### src/rtl/multicycle_control_if.sv
`default_nettype none
// ----------------------------------------------------------------------------
// multicycle_control_if : control/status bundle between LEGv8 datapath and FSM
// Revision 1.0
// ----------------------------------------------------------------------------
interface multicycle_control_if #(
  parameter int CNT_W = 32
);
  logic             run;
  logic [10:0]      opcode;
  logic             zero;
  logic             mem_ready;
  logic             pc_write;
  logic [1:0]       pc_src;
  logic             ir_write;
  logic             mem_read;
  logic             mem_write;
  logic             iord;
  logic             reg_write;
  logic             mem_to_reg;
  logic             reg2_loc;
  logic [1:0]       alu_src_b;
  logic [3:0]       alu_op;
  logic             flag_write;
  logic             busy;
  logic             illegal;
  logic [CNT_W-1:0] cycle_cnt;
  logic [CNT_W-1:0] instr_cnt;

  modport master (
    output run, opcode, zero, mem_ready,
    input  pc_write, pc_src, ir_write, mem_read, mem_write, iord, reg_write,
           mem_to_reg, reg2_loc, alu_src_b, alu_op, flag_write, busy, illegal,
           cycle_cnt, instr_cnt
  );

  modport slave (
    input  run, opcode, zero, mem_ready,
    output pc_write, pc_src, ir_write, mem_read, mem_write, iord, reg_write,
           mem_to_reg, reg2_loc, alu_src_b, alu_op, flag_write, busy, illegal,
           cycle_cnt, instr_cnt
  );
endinterface
`default_nettype wire

### src/rtl/multicycle_control.sv
`default_nettype none
// ----------------------------------------------------------------------------
// multicycle_control : LEGv8 multicycle control FSM with cycle/retire counters
// Revision 1.0
// ----------------------------------------------------------------------------
module multicycle_control #(
  parameter int CNT_W = 32
) (
  input  logic                 clk,
  input  logic                 reset,
  multicycle_control_if.slave  bus
);

  typedef enum logic [3:0] {
    S_FETCH, S_DECODE, S_EXEC_R, S_EXEC_I, S_ADDR, S_MEM_RD,
    S_MEM_WR, S_WB_ALU, S_WB_MEM, S_BRANCH, S_TRAP
  } state_t;

  typedef enum logic [2:0] {C_R, C_LD, C_ST, C_I, C_CBZ, C_B, C_ILL} cls_t;

  localparam logic [3:0] ALU_ADD  = 4'b0010;
  localparam logic [3:0] ALU_SUB  = 4'b0110;
  localparam logic [3:0] ALU_AND  = 4'b0000;
  localparam logic [3:0] ALU_ORR  = 4'b0001;
  localparam logic [3:0] ALU_PASS = 4'b0111;

  state_t           state_q, state_d;
  cls_t             cls;
  logic [3:0]       op_alu;
  logic             op_flag;
  logic             retire;
  logic [CNT_W-1:0] cycle_cnt_q, instr_cnt_q;

  // Priority-ordered opcode classification; first match wins.
  always_comb begin
    cls     = C_ILL;
    op_alu  = ALU_ADD;
    op_flag = 1'b0;
    if      (bus.opcode == 11'b10001011000) cls = C_R;
    else if (bus.opcode == 11'b11001011000) begin cls = C_R; op_alu = ALU_SUB; end
    else if (bus.opcode == 11'b10001010000) begin cls = C_R; op_alu = ALU_AND; end
    else if (bus.opcode == 11'b10101010000) begin cls = C_R; op_alu = ALU_ORR; end
    else if (bus.opcode == 11'b10101011000) begin cls = C_R; op_flag = 1'b1; end
    else if (bus.opcode == 11'b11101011000) begin cls = C_R; op_alu = ALU_SUB; op_flag = 1'b1; end
    else if (bus.opcode == 11'b11111000010) cls = C_LD;
    else if (bus.opcode == 11'b11111000000) cls = C_ST;
    else if (bus.opcode[10:1] == 10'b1001000100) cls = C_I;
    else if (bus.opcode[10:1] == 10'b1011000100) begin cls = C_I; op_flag = 1'b1; end
    else if (bus.opcode[10:1] == 10'b1101000100) begin cls = C_I; op_alu = ALU_SUB; end
    else if (bus.opcode[10:1] == 10'b1111000100) begin cls = C_I; op_alu = ALU_SUB; op_flag = 1'b1; end
    else if (bus.opcode[10:3] == 8'b10110100) cls = C_CBZ;
    else if (bus.opcode[10:5] == 6'b000101) cls = C_B;
  end

  always_ff @(posedge clk or posedge reset) begin
    if (reset) begin
      state_q     <= S_FETCH;
      cycle_cnt_q <= '0;
      instr_cnt_q <= '0;
    end else begin
      state_q <= state_d;
      if (state_q != S_TRAP && (bus.run || state_q != S_FETCH))
        cycle_cnt_q <= cycle_cnt_q + CNT_W'(1);
      if (retire)
        instr_cnt_q <= instr_cnt_q + CNT_W'(1);
    end
  end

  // Strobes are forced low while reset is held so nothing fires on the reset edge.
  always_comb begin
    state_d        = state_q;
    retire         = 1'b0;
    bus.pc_write   = 1'b0;
    bus.pc_src     = 2'b00;
    bus.ir_write   = 1'b0;
    bus.mem_read   = 1'b0;
    bus.mem_write  = 1'b0;
    bus.iord       = 1'b0;
    bus.reg_write  = 1'b0;
    bus.mem_to_reg = 1'b0;
    bus.reg2_loc   = 1'b0;
    bus.alu_src_b  = 2'b00;
    bus.alu_op     = 4'b0000;
    bus.flag_write = 1'b0;
    bus.busy       = 1'b0;
    bus.illegal    = 1'b0;
    if (!reset) begin
      bus.busy = (state_q != S_FETCH);
      case (state_q)
        S_FETCH: begin
          if (bus.run) begin
            bus.mem_read = 1'b1;
            if (bus.mem_ready) begin
              bus.ir_write = 1'b1;
              bus.pc_write = 1'b1;
              state_d      = S_DECODE;
            end
          end
        end
        S_DECODE: begin
          case (cls)
            C_R:          state_d = S_EXEC_R;
            C_I:          state_d = S_EXEC_I;
            C_LD, C_ST:   state_d = S_ADDR;
            C_CBZ, C_B:   state_d = S_BRANCH;
            default:      state_d = S_TRAP;
          endcase
        end
        S_EXEC_R, S_EXEC_I: begin
          bus.alu_src_b  = (state_q == S_EXEC_I) ? 2'b01 : 2'b00;
          bus.alu_op     = op_alu;
          bus.flag_write = op_flag;
          state_d        = S_WB_ALU;
        end
        S_ADDR: begin
          bus.alu_src_b = 2'b10;
          bus.alu_op    = ALU_ADD;
          bus.reg2_loc  = 1'b1;
          state_d       = (cls == C_LD) ? S_MEM_RD : S_MEM_WR;
        end
        S_MEM_RD: begin
          bus.mem_read = 1'b1;
          bus.iord     = 1'b1;
          if (bus.mem_ready) state_d = S_WB_MEM;
        end
        S_MEM_WR: begin
          bus.mem_write = 1'b1;
          bus.iord      = 1'b1;
          bus.reg2_loc  = 1'b1;
          if (bus.mem_ready) begin
            retire  = 1'b1;
            state_d = S_FETCH;
          end
        end
        S_WB_ALU, S_WB_MEM: begin
          bus.reg_write  = 1'b1;
          bus.mem_to_reg = (state_q == S_WB_MEM);
          retire         = 1'b1;
          state_d        = S_FETCH;
        end
        S_BRANCH: begin
          if (cls == C_CBZ) begin
            bus.reg2_loc = 1'b1;
            bus.alu_op   = ALU_PASS;
            bus.pc_src   = 2'b01;
            bus.pc_write = bus.zero;
          end else begin
            bus.pc_src   = 2'b10;
            bus.pc_write = 1'b1;
          end
          retire  = 1'b1;
          state_d = S_FETCH;
        end
        S_TRAP:  bus.illegal = 1'b1;
        default: state_d = S_TRAP;
      endcase
    end
  end

  assign bus.cycle_cnt = cycle_cnt_q;
  assign bus.instr_cnt = instr_cnt_q;

endmodule
`default_nettype wire

### src/flat_wrapper.sv
// flat-port wrapper written by rule: the top's interface ports become plain ports
module multicycle_control_flat 
#(
  parameter int CNT_W = 32
)
  (clk, reset, bus_run, bus_opcode, bus_zero, bus_mem_ready, bus_pc_write, bus_pc_src, bus_ir_write, bus_mem_read, bus_mem_write, bus_iord, bus_reg_write, bus_mem_to_reg, bus_reg2_loc, bus_alu_src_b, bus_alu_op, bus_flag_write, bus_busy, bus_illegal, bus_cycle_cnt, bus_instr_cnt);
  multicycle_control_if #(.CNT_W(CNT_W)) bus_i ();
  input  logic clk;
  input  logic reset;
  input wire logic [$bits(bus_i.run)-1:0] bus_run;
  input wire logic [$bits(bus_i.opcode)-1:0] bus_opcode;
  input wire logic [$bits(bus_i.zero)-1:0] bus_zero;
  input wire logic [$bits(bus_i.mem_ready)-1:0] bus_mem_ready;
  output wire logic [$bits(bus_i.pc_write)-1:0] bus_pc_write;
  output wire logic [$bits(bus_i.pc_src)-1:0] bus_pc_src;
  output wire logic [$bits(bus_i.ir_write)-1:0] bus_ir_write;
  output wire logic [$bits(bus_i.mem_read)-1:0] bus_mem_read;
  output wire logic [$bits(bus_i.mem_write)-1:0] bus_mem_write;
  output wire logic [$bits(bus_i.iord)-1:0] bus_iord;
  output wire logic [$bits(bus_i.reg_write)-1:0] bus_reg_write;
  output wire logic [$bits(bus_i.mem_to_reg)-1:0] bus_mem_to_reg;
  output wire logic [$bits(bus_i.reg2_loc)-1:0] bus_reg2_loc;
  output wire logic [$bits(bus_i.alu_src_b)-1:0] bus_alu_src_b;
  output wire logic [$bits(bus_i.alu_op)-1:0] bus_alu_op;
  output wire logic [$bits(bus_i.flag_write)-1:0] bus_flag_write;
  output wire logic [$bits(bus_i.busy)-1:0] bus_busy;
  output wire logic [$bits(bus_i.illegal)-1:0] bus_illegal;
  output wire logic [$bits(bus_i.cycle_cnt)-1:0] bus_cycle_cnt;
  output wire logic [$bits(bus_i.instr_cnt)-1:0] bus_instr_cnt;
  assign bus_i.run = bus_run;
  assign bus_i.opcode = bus_opcode;
  assign bus_i.zero = bus_zero;
  assign bus_i.mem_ready = bus_mem_ready;
  assign bus_pc_write = bus_i.pc_write;
  assign bus_pc_src = bus_i.pc_src;
  assign bus_ir_write = bus_i.ir_write;
  assign bus_mem_read = bus_i.mem_read;
  assign bus_mem_write = bus_i.mem_write;
  assign bus_iord = bus_i.iord;
  assign bus_reg_write = bus_i.reg_write;
  assign bus_mem_to_reg = bus_i.mem_to_reg;
  assign bus_reg2_loc = bus_i.reg2_loc;
  assign bus_alu_src_b = bus_i.alu_src_b;
  assign bus_alu_op = bus_i.alu_op;
  assign bus_flag_write = bus_i.flag_write;
  assign bus_busy = bus_i.busy;
  assign bus_illegal = bus_i.illegal;
  assign bus_cycle_cnt = bus_i.cycle_cnt;
  assign bus_instr_cnt = bus_i.instr_cnt;
  multicycle_control #(.CNT_W(CNT_W)) u_core (.clk(clk), .reset(reset), .bus(bus_i));
endmodule
### config.mk
export PLATFORM = sky130hd
export DESIGN_NAME = multicycle_control_flat
export DESIGN_NICKNAME = d
export VERILOG_FILES = /design/src/rtl/multicycle_control_if.sv /design/src/rtl/multicycle_control.sv /design/src/flat_wrapper.sv
export SDC_FILE = /design/constraint.sdc
export NUM_CORES = 1
export LEC_CHECK = 0
export ABC_AREA = 1
export CAP_MARGIN = 20
export CORE_MARGIN = 10
export CORE_UTILIZATION = 51
export DETAILED_ROUTE_END_ITERATION = 8
export GPL_TIMING_DRIVEN = 0
export HOLD_SLACK_MARGIN = 0.05
export PLACE_DENSITY = 0.81
export SYNTH_ARGS = -nofsm -noshare
export SYNTH_HDL_FRONTEND = slang
export SYNTH_SLANG_ARGS = --single-unit
### constraint.sdc
create_clock -name clk -period 3.6 [get_ports clk]
set_input_delay 0.36 -clock clk [delete_from_list [all_inputs] [get_ports clk]]
set_output_delay 0.36 -clock clk [all_outputs]
set_load 0.03 [all_outputs]
==> impl_results.md <==
* Status: completed
* First-pass GRT wire length at 22000 um
* Uppermost layer routed: met4
* Largest net degree at the start of global routing at 74
* Worst Path Arrival at 2760 ps
* FMAX at 320 MHz
* Final hold vios at 0
* Metal3 WL at 1040 um
* Io pins at 99
* DRT Wirelength at 13000 um
* Hold path depth at 1
* Core ar. at 8640 sq um
* DRT met1 WL at 5460 um
* FP Rows at 34
* Drt drc at 0
* Post-CTS Resized at 0
* Die Area at 13000 sq um
* Clock buffer depth at 2
* Cells after synthesis at 634
* Static leakage at 2.69 nW
* Die Ht at 114 um
* Hold_sp: u_core.bus.instr_cnt[11]
* Seq/Total Area, Yosys at 0.379
* Hold Buf Count CTS at 0
* Gr usage total at 0.202
* Synthesized Nets at 652
* Initial antenna violation count at 0
* # port buffers at 97
* Initial DRC count at 300
* Register area at 1700 sq um
* Synthesized cell area at 4490 sq um
* Final Core Density at 0.673
* Final period utilization at 0.867
* Yosys reg bits at 68
* Synth unique cells at 37
* Floorplan die width at 114 um
* Average cell area after synthesis at 7.08 sq um
* Power density over the cells at 486 nW/um^2
* MaxCap Viol Count at 0
* First-pass DRT Iterations at 5
* YS warnings at 0
* HP Class: flip-flop to flip-flop
* Initial Utilization at 0.520
* P&R area growth vs syn at 29.4%
* Vias in the first global route at 4486
* CTS Root Cell: clkbuf_8
* R2r worst-path depth at 9
* Minimum clock period at 3120 ps
* Fill cells at 749
* Critical Path Start Type: input pin
* H-tree Lvls at 3
* Antenna-violating nets left at 0
* CTS Buf Count at 9
* Grt ovf at 0
* Critical Path RT at 3240 ps
* Gpl congestion at 0.998
* Crit Path Class: input pin to output pin
* Worst setup EP type: output pin
* WHS at 524 ps
* Wire per inst at 15.3 um
* Met2 wire len at 6180 um
* Reg clk slew, reported paths at 80 ps
* Unrepaired setup endpoints after global routing: false
* Post-route clock skew at 8.93 ps
* Reg2Reg Setup Slack at 1740 ps
* Endpoints failing setup at 0
* Share of cells above drive strength 1 at 0.0643
* Clock Sink Count at 68
* Peak supply drop at 0.000460 V
* Reg-to-Reg Start: u_core.bus.instr_cnt[0]
* Max_slew headroom at 0.402
* Crit Path Max Fanout at 6
* CTS tree: done
* Hold Crit Endpoint: u_core.bus.instr_cnt[11]
* Final slew viol count at 0
* Total number of vias at 4549
* Multi-input logic area at 2410 sq um
* Clock Latency Late Sink at 340 ps
* R2r endpoint: u_core.bus.instr_cnt[16]
* Vias per Instance at 5.32
* Hpwl dp at 9960 um
* Nets at 760
* Ant diodes at 0
* Setup repair bufs after CTS at 0
* Worst-Margin Slew at 897 ps
## cells in the final DEF, fill, tap and decap left out, types with 13 or more instances in the layout
| master | instances |
|---|---|
| nand4_1 | 20 |
| inv_1 | 80 |
| a21oi_1 | 13 |
| nor3_1 | 22 |
| xnor2_1 | 25 |
| dfrtp_1 | 68 |
| nand2_1 | 185 |
| nor2_1 | 94 |
| nand3_1 | 34 |
| clkdlybuf4s50_1 | 97 |
| xor2_1 | 30 |
## worst max-delay path, cell delays in order
cell and delay [ps]:
clkdlybuf4s50_1 490, inv_1 50, nor2_1 220, nand2_1 90
nor2_1 320, nand3_1 120, o211ai_1 110, nand2_1 120
a21oi_1 170, clkdlybuf4s50_1 700
## logic make-up after synthesis
kind of cell             after synthesis  share of synthesized area
other                                  1                   0.000835
AND/OR/NAND/NOR                      384                      0.382
AO/OA/AOI/OAI                         33                     0.0412
flip-flops                            68                      0.379
XOR/XNOR                              55                      0.107
adder cells (fa/ha/maj)                2                    0.00557
buffers and inverters                 91                     0.0839
## area by class of cell
cell class / instances / area share
Timing Repair Buffer: 97 / 0.167
Sequential cell: 68 / 0.293
Inverter: 83 / 0.0541
Tap cell: 108 / 0.0233
Multi-Input combinational cell: 475 / 0.415
Buffer: 8 / 0.0112
Clock inverter: 5 / 0.0101
Clock buffer: 11 / 0.0261
## power breakdown
group          switching, mW  internal, mW  leakage, nW
Clock                  0.310         0.359        0.102
Sequential             0.143         0.870        0.892
Combinational          0.724         0.415         1.69
## synth_stat cells
cell type	n	area, sq um
a21oi_1	13	65.1
o21ai_1	1	5.00
a31oi_1	2	12.5
buf_4	3	22.5
nor3_1	22	110
inv_2	2	7.51
nand2_1	185	694
o21a_1	2	15.0
nor2_4	3	33.8
conb_1	1	3.75
o21ai_0	10	50.1
dfrtp_1	68	1700
nor4_1	3	18.8
and2_1	1	6.26
o31a_1	1	8.76
nor2_1	94	353
ha_1	2	25.0
nand3_2	1	10.0
nand2_2	5	31.3
nand3_1	34	170
xnor2_1	25	219
nor3b_4	1	18.8
nor3b_1	1	7.51
nand3b_1	2	15.0
buf_6	3	33.8
nand4_2	2	25.0
clkbuf_1	1	3.75
xor2_1	30	263
nand2_4	4	45.0
nor2_2	5	31.3
a21boi_0	1	7.51
nor4_4	1	21.3
nand4_1	20	125
o211ai_1	2	15.0
o22ai_1	1	6.26
buf_2	1	5.00
inv_1	81	304
## how the worst max path moves through the flow
stage / startpoint / endpoint / slack [ps] / cells past startpoint
4_1_cts: reset / bus_alu_op[2] / 410 / 5
2_1_floorplan: reset / bus_alu_op[0] / 590 / 3
3_5_place_dp: reset / bus_alu_op[2] / 410 / 5
3_3_place_gp: reset / bus_alu_op[2] / -1050 / 5
5_1_grt: reset / bus_alu_op[2] / 200 / 5
6_report: bus_opcode[3] / bus_alu_op[2] / 480 / 10
## sequential cells by signal, summed over array words and instances, names as in the netlist
signal	count
u_core.bus.instr_cnt	32
u_core.bus.cycle_cnt	32
u_core.state_q	4
## routing by layer
metal  up-vias  GRT usage
met3        44     0.0567
met2       192      0.336
li1       2201          -
met1      2112      0.245
met5         -          0
met4         0     0.0710
## through the flow
step | TNS, ps | area, sq um | power [mW] | instances | setup slack [ps]
detailed placement | 0 | 5600 | 2.16 | 839 | 413
global placement | -19050 | 5600 | 2.14 | 839 | -1050
global route | 0 | 5810 | 2.99 | 855 | 203
CTS | 0 | 5810 | 2.84 | 855 | 409
floorplan | 0 | 4490 | 1.75 | 634 | 593
finish | 0 | 5810 | 2.82 | 855 | 479
No activity file was read; power rests on OpenSTA's default activity.
